==> config.mk <==
export PLATFORM = sky130hd
export DESIGN_NAME = frame_sequencer
export DESIGN_NICKNAME = d
export VERILOG_FILES = /design/src/rtl/frame_sequencer.sv
export SDC_FILE = /design/constraint.sdc
export NUM_CORES = 1
export LEC_CHECK = 0
export CAP_MARGIN = 30
export CORE_MARGIN = 1
export CORE_UTILIZATION = 57
export CTS_BUF_LIST = sky130_fd_sc_hd__clkbuf_4 sky130_fd_sc_hd__clkbuf_8
export CTS_CLUSTER_DIAMETER = 50
export DETAILED_ROUTE_END_ITERATION = 8
export PLACE_DENSITY_LB_ADDON = 0.15
export SLEW_MARGIN = 20
export SYNTH_ARGS = -nofsm -noshare
export SYNTH_HDL_FRONTEND = slang
export SYNTH_SLANG_ARGS = --single-unit
export TNS_END_PERCENT = 100
==> constraint.sdc <==
create_clock -name pixel_clk_in -period 6 [get_ports pixel_clk_in]
set_input_delay 1.2 -clock pixel_clk_in [delete_from_list [all_inputs] [get_ports pixel_clk_in]]
set_output_delay 1.2 -clock pixel_clk_in [all_outputs]
set_load 0.01 [all_outputs]
==> src/rtl/frame_sequencer.sv <==
// rtl/frame_sequencer.sv - per-frame ray column scheduler with end-of-frame buffer swap
// Optional FRAME_SEQ_STATS_EN adds overrun_count_out, a saturating count of skipped frames.
module frame_sequencer #(
    parameter int SCREEN_WIDTH = 320,
    parameter int HW           = $clog2(SCREEN_WIDTH)
) (
    input  logic          pixel_clk_in,
    input  logic          rst_in,
    input  logic          new_frame_in,
    input  logic          video_last_pixel_in,
    input  logic          enable_in,
    output logic [HW-1:0] ray_hcount_out,
    output logic          ray_valid_out,
    input  logic          ray_ready_in,
    output logic          ray_last_out,
    input  logic          column_done_in,
    output logic          swap_out,
    output logic          busy_out
`ifdef FRAME_SEQ_STATS_EN
   ,output logic [7:0]    overrun_count_out
`endif
);

    localparam logic [HW-1:0] LAST_COL = HW'(SCREEN_WIDTH - 1);

    typedef enum logic [1:0] {
        IDLE,
        ISSUE,
        DRAIN,
        SWAP_WAIT
    } state_t;

    state_t        state, state_n;
    logic [HW-1:0] hcount_n;
    logic          done_flag, done_n;
    logic          swap_n;

    always_comb begin
        state_n  = state;
        hcount_n = ray_hcount_out;
        done_n   = done_flag;
        swap_n   = 1'b0;
        case (state)
            IDLE: begin
                if (new_frame_in && enable_in) begin
                    state_n  = ISSUE;
                    hcount_n = '0;
                    done_n   = 1'b0;
                end
            end
            ISSUE: begin
                // An early completion pulse is latched so DRAIN cannot miss it.
                if (column_done_in) done_n = 1'b1;
                if (ray_valid_out && ray_ready_in) begin
                    if (ray_hcount_out == LAST_COL) state_n = DRAIN;
                    else hcount_n = ray_hcount_out + 1'b1;
                end
            end
            DRAIN: begin
                if (column_done_in) done_n = 1'b1;
                if (done_flag) state_n = SWAP_WAIT;
            end
            SWAP_WAIT: begin
                if (video_last_pixel_in) begin
                    state_n = IDLE;
                    swap_n  = 1'b1;
                end
            end
            default: state_n = IDLE;
        endcase
    end

    // Outputs are registered from next-state values so they change with the state itself.
    always_ff @(posedge pixel_clk_in or negedge rst_in) begin
        if (!rst_in) begin
            state          <= IDLE;
            ray_hcount_out <= '0;
            done_flag      <= 1'b0;
            swap_out       <= 1'b0;
            ray_valid_out  <= 1'b0;
            ray_last_out   <= 1'b0;
            busy_out       <= 1'b0;
        end else begin
            state          <= state_n;
            ray_hcount_out <= hcount_n;
            done_flag      <= done_n;
            swap_out       <= swap_n;
            ray_valid_out  <= (state_n == ISSUE);
            ray_last_out   <= (state_n == ISSUE) && (hcount_n == LAST_COL);
            busy_out       <= (state_n != IDLE);
        end
    end

`ifdef FRAME_SEQ_STATS_EN
    always_ff @(posedge pixel_clk_in or negedge rst_in) begin
        if (!rst_in) begin
            overrun_count_out <= '0;
        end else if (new_frame_in && (state != IDLE) && (overrun_count_out != 8'hFF)) begin
            overrun_count_out <= overrun_count_out + 8'd1;
        end
    end
`endif

endmodule

# After elaboration in Yosys (flattened, before gate mapping)
# Index checks and enable logic that the tools add are counted.
# totals
register_bits	16
inputBits	7
# classes
reduce_logical	8
eq_ne	8
addsub	1
muxes	15
# ops
operator	count
2-to-1 mux 9 bit	3
== test 9 bit (second input constant)	2
one-hot mux 9 bit (2 select lines)	1
2-to-1 mux 2 bit	5
adder 9 x 1 -> 9 bit (second input constant)	1
one-hot mux 2 bit (4 select lines)	1
== test 2 x 1 -> 1 bit (second input constant)	2
== test 2 bit (second input constant)	2
2-to-1 mux 1 bit	4
nonzero test 2 bit	2
logical AND 1 bit	3
AND reduction 3 bit	1
logical NOT 2 bit	1
!= test 2 x 1 -> 1 bit (second input constant)	1
!= test 2 bit (second input constant)	1
one-hot mux 1 bit (2 select lines)	1
OR reduction 2 bit	1

# Longest topological paths before layout
# depth
depth_word	6
mapped_depth	8
mapped_depth_nobuf	7

# Worst setup path before layout
# OpenSTA, ideal clock, no wires.
# synth_path
path_kind	input port to flip-flop
startpoint	input port ray_ready_in
endpoint	register ray_last_out
path_buffers	0
setup_ps	96
t_arrival_ps	2278
required_ps	5904
path_slack_ps	3627
path_stages	5
path_cell_list	nand2_1 o311a_1 a221oi_1 nand4b_1 nor4_2
# synth_between
elab_chain_len	5
elab_cells_between_ends	8
# synth_rtl
element	line	text
start: declaration	14	input logic ray_ready_in,
logical AND 1 bit (*)	54	if (ray_valid_out && ray_ready_in) begin
2-to-1 mux 9 bit / 2-to-1 mux 2 bit (equally long branches)	54	
one-hot mux 9 bit (2 select lines) / one-hot mux 2 bit (4 select lines) (equally long branches)	43	case (state)
== test 9 bit / == test 2 x 1 -> 1 bit (equally long branches)	89	ray_last_out <= (state_n == ISSUE) && (hcount_n == LAST_COL);
logical AND 1 bit (*)	89	
end signal: assignment	89	
end: declaration	15	output logic ray_last_out,
# Mark *: on every way between the ends. The rest lies on a longest branch, timed or not.
# A chain may end at the register's enable or synchronous reset.

# Worst setup path after layout
# Ends and elaborated chain as after synthesis.

==> impl_metrics.env <==
export IMPL_setup_viol=0
export IMPL_maxCapViolCount=0
export IMPL_clkPwrFrac_pct=15.8
export IMPL_die_h_um=44.8
export IMPL_clk_pin_slew_ns=0.10
export IMPL_yosysWarningCount=0
export IMPL_required_ns=6.21
export IMPL_die_area_mm2=0.00200
export IMPL_viasPerCell=6.54
export IMPL_initial_core_util_pct=60.4
export IMPL_cts_root_buf="clkbuf_4"
export IMPL_crit_end="ray_last_out"
export IMPL_num_io_pins=20
export IMPL_clkSinkCount=16
export IMPL_route_detailed_drc=0
export IMPL_post_cts_buffers=0
export IMPL_synth_top_area_share_pct=38.4
export IMPL_grt_pass1_wl_um=3970
export IMPL_yosys_top_cells_count="16 x dfrtp_1, 9 x a21oi_1, 8 x inv_1, 8 x nand2_1, 8 x nand3_1"
export IMPL_num_vias=1047
export IMPL_synth_cells=116
export IMPL_path_class="in2reg"
export IMPL_synth_ff_type="dfrtp_1"
export IMPL_crit_path_max_incr_delay_ns=0.54
export IMPL_finalNetCount=148
export IMPL_port_buffers=19
export IMPL_diodes=0
export IMPL_crit_chain="clkdlybuf4s50_1 > nand2_1 > o311a_1 > a221oi_1 > nand4b_1 > nor4_2"
export IMPL_clk_path_buf_depth=2
export IMPL_p_seq_share_pct=36.5
export IMPL_cts_tree="built"
export IMPL_fillCellCount=134
export IMPL_dpl_hpwl_um=1850
export IMPL_switchingPower_uw=192
export IMPL_syn_num_nets=128
export IMPL_synth_avg_cell_area_um2=8.98
export IMPL_combPwrFrac_pct=47.7
export IMPL_yosysMostFrequentCell="dfrtp_1"
export IMPL_tightest_slew_ns=0.728
export IMPL_synthToLayoutAreaGrowth_pct=23.2
export IMPL_final_max_slew_violation_count=0
export IMPL_fp_dieW_um=44.8
export IMPL_final_hold_viol_count=0
export IMPL_r2r_slack_ns=3.51
export IMPL_rsz0062_at_grt="no"
export IMPL_r2r_start="state[1]"
export IMPL_wl_per_cell_um=15.8
export IMPL_drtIter0Drc=44
export IMPL_final_setup_tns_ns=0
export IMPL_stdcell_count=160
export IMPL_p_leak_nw=0.518
export IMPL_async_flop_share_pct=100
export IMPL_grt_max_degree=17
export IMPL_r2r_cells=7
export IMPL_ant_nets=0
export IMPL_cellPowerDensity_mw_per_mm2=357
export IMPL_worst_r2r_endpoint="ray_last_out"
export IMPL_syn_cell_area_mm2=0.00104
export IMPL_synth_seq_cells=16
export IMPL_slew_headroom_pct=51.3
export IMPL_drive_gt1_share_pct=5.19
export IMPL_p_int_uw=267
export IMPL_switching_share_pct=41.9
export IMPL_grtUsageTotal_pct=27.9
export IMPL_timing_fmax_mhz=342
export IMPL_rows=15
export IMPL_ys_types=42
export IMPL_insertion_delay_ns=0.29
export IMPL_finalWirelength_um=2530
export IMPL_crit_arrival_ns=3.13
export IMPL_slowest_stage="clkdlybuf4s50_1"
export IMPL_min_period_ns=2.92
export IMPL_antenna_found_initial=0
export IMPL_synth_seq_area_share_pct=38.4
export IMPL_synth_area_leaders="dfrtp_1 38%, ha_1 6.0%, a21oi_1 4.3%"
export IMPL_gp_congestion=0.914
export IMPL_synth_top_area_cell="dfrtp_1"
export IMPL_cts_resized=0
export IMPL_hold_slack_ns=0.551
export IMPL_worstSetupStartpointType="input pin"
export IMPL_numCtsBuffers=3
export IMPL_grt_remaining_overflow=0
export IMPL_critPathCaptureType="flop"
export IMPL_synth_edf_count=0
export IMPL_seqCellArea_um2=400
export IMPL_holdBufCountCts=0
export IMPL_finClkSkew_ns=0.00568
export IMPL_dr_pass1_iters=4
export IMPL_htree_num_levels=1
export IMPL_min_period_over_period_pct=48.7
export IMPL_max_vdd_ir_drop_mv=0.277
export IMPL_multi_input_area_um2=596
export IMPL_crit_fanout=9
export IMPL_crit_path_start="ray_ready_in"
export IMPL_status="finished clean"
export IMPL_dpl_cell_count=156
export IMPL_hp_class="reg2reg"
export IMPL_grt_pass1_vias=906
export IMPL_core_area_mm2=0.00173
through the flow:
stage	power (mW)	instance area (µm²)	util (%)	setup slack, ns
after global routing	0.490	1280	74.3	2.99
after CTS	0.459	1280	74.3	3.15
after floorplan	0.307	1040	-	3.63
final	0.459	1280	74.3	3.08
after global placement	0.380	1250	72.2	2.94
after detailed placement	0.385	1250	72.2	2.83
worst min-delay path by stage:
stage,from,endpoint,slack [ns],depth (start not counted)
final,done_flag,done_flag,0.55,2
after global routing,done_flag,done_flag,0.57,2
after CTS,done_flag,done_flag,0.55,2
after detailed placement,done_flag,done_flag,0.52,2
after global placement,done_flag,done_flag,0.53,2
after floorplan,done_flag,done_flag,0.49,2
cell usage in the layout (no fill, tap or decap), types with 2 or more instances in the layout:
master	Yosys	final
a211oi_1	2	2
a21oi_1	9	9
a31oi_1	2	2
and2_1	4	4
and3_1	2	2
and4_1	2	2
clkbuf_4	0	3
clkdlybuf4s50_1	0	19
dfrtp_1	16	16
ha_1	5	5
inv_1	8	8
nand2_1	8	8
nand2b_1	4	4
nand3_1	8	8
nand4_1	3	3
nand4b_1	2	2
nor2_1	3	3
nor2b_1	2	2
nor3_1	4	4
o211ai_1	2	2
o21ai_0	3	3
o31ai_1	2	2
or4_1	2	2
per-layer routing:
metal	global-route usage (%)	up-vias	wire length, µm
li1	-	487	-
met1	36.8	498	1080
met2	43.8	54	1220
met3	4.80	8	178
met4	15.2	0	57
met5	0	-	0
logic make-up after synthesis:
kind of cell             synth area share (%)
AO/OA/AOI/OAI                            23.0
adder cells (fa/ha/maj)                  6.00
flip-flops                               38.4
AND/OR/NAND/NOR                          28.1
buffers and inverters                    4.44
state kept, by name, summed over array words and instances (netlist names):
register and cells:
busy_out 1, done_flag 1, ray_hcount_out 9, ray_last_out 1, ray_valid_out 1, state 2, swap_out 1
critical path: cells and delay by family:
| family | cells | cell delay, ns |
|---|---|---|
| buffers and inverters | 1 | 0.54 |
| AND/OR/NAND/NOR | 3 | 0.64 |
| AO/OA/AOI/OAI | 2 | 0.75 |
power groups by stage:
stage / combinational, mW / clock, mW / sequential, mW
5_1_grt: 0.241 / 0.0782 / 0.171
2_1_floorplan: 0.135 / 0 / 0.172
3_3_place_gp: 0.212 / 0 / 0.168
6_report: 0.219 / 0.0724 / 0.168
3_5_place_dp: 0.217 / 0 / 0.169
4_1_cts: 0.218 / 0.0744 / 0.167
layout make-up:
type / instances / area share (%)
clock buffer: 4 / 2.83
inverter: 8 / 2.34
multi-input combinational: 88 / 46.4
sequential: 16 / 31.2
tap: 25 / 2.44
timing repair buffer: 19 / 14.8
(Power assumes the default switching activity.)
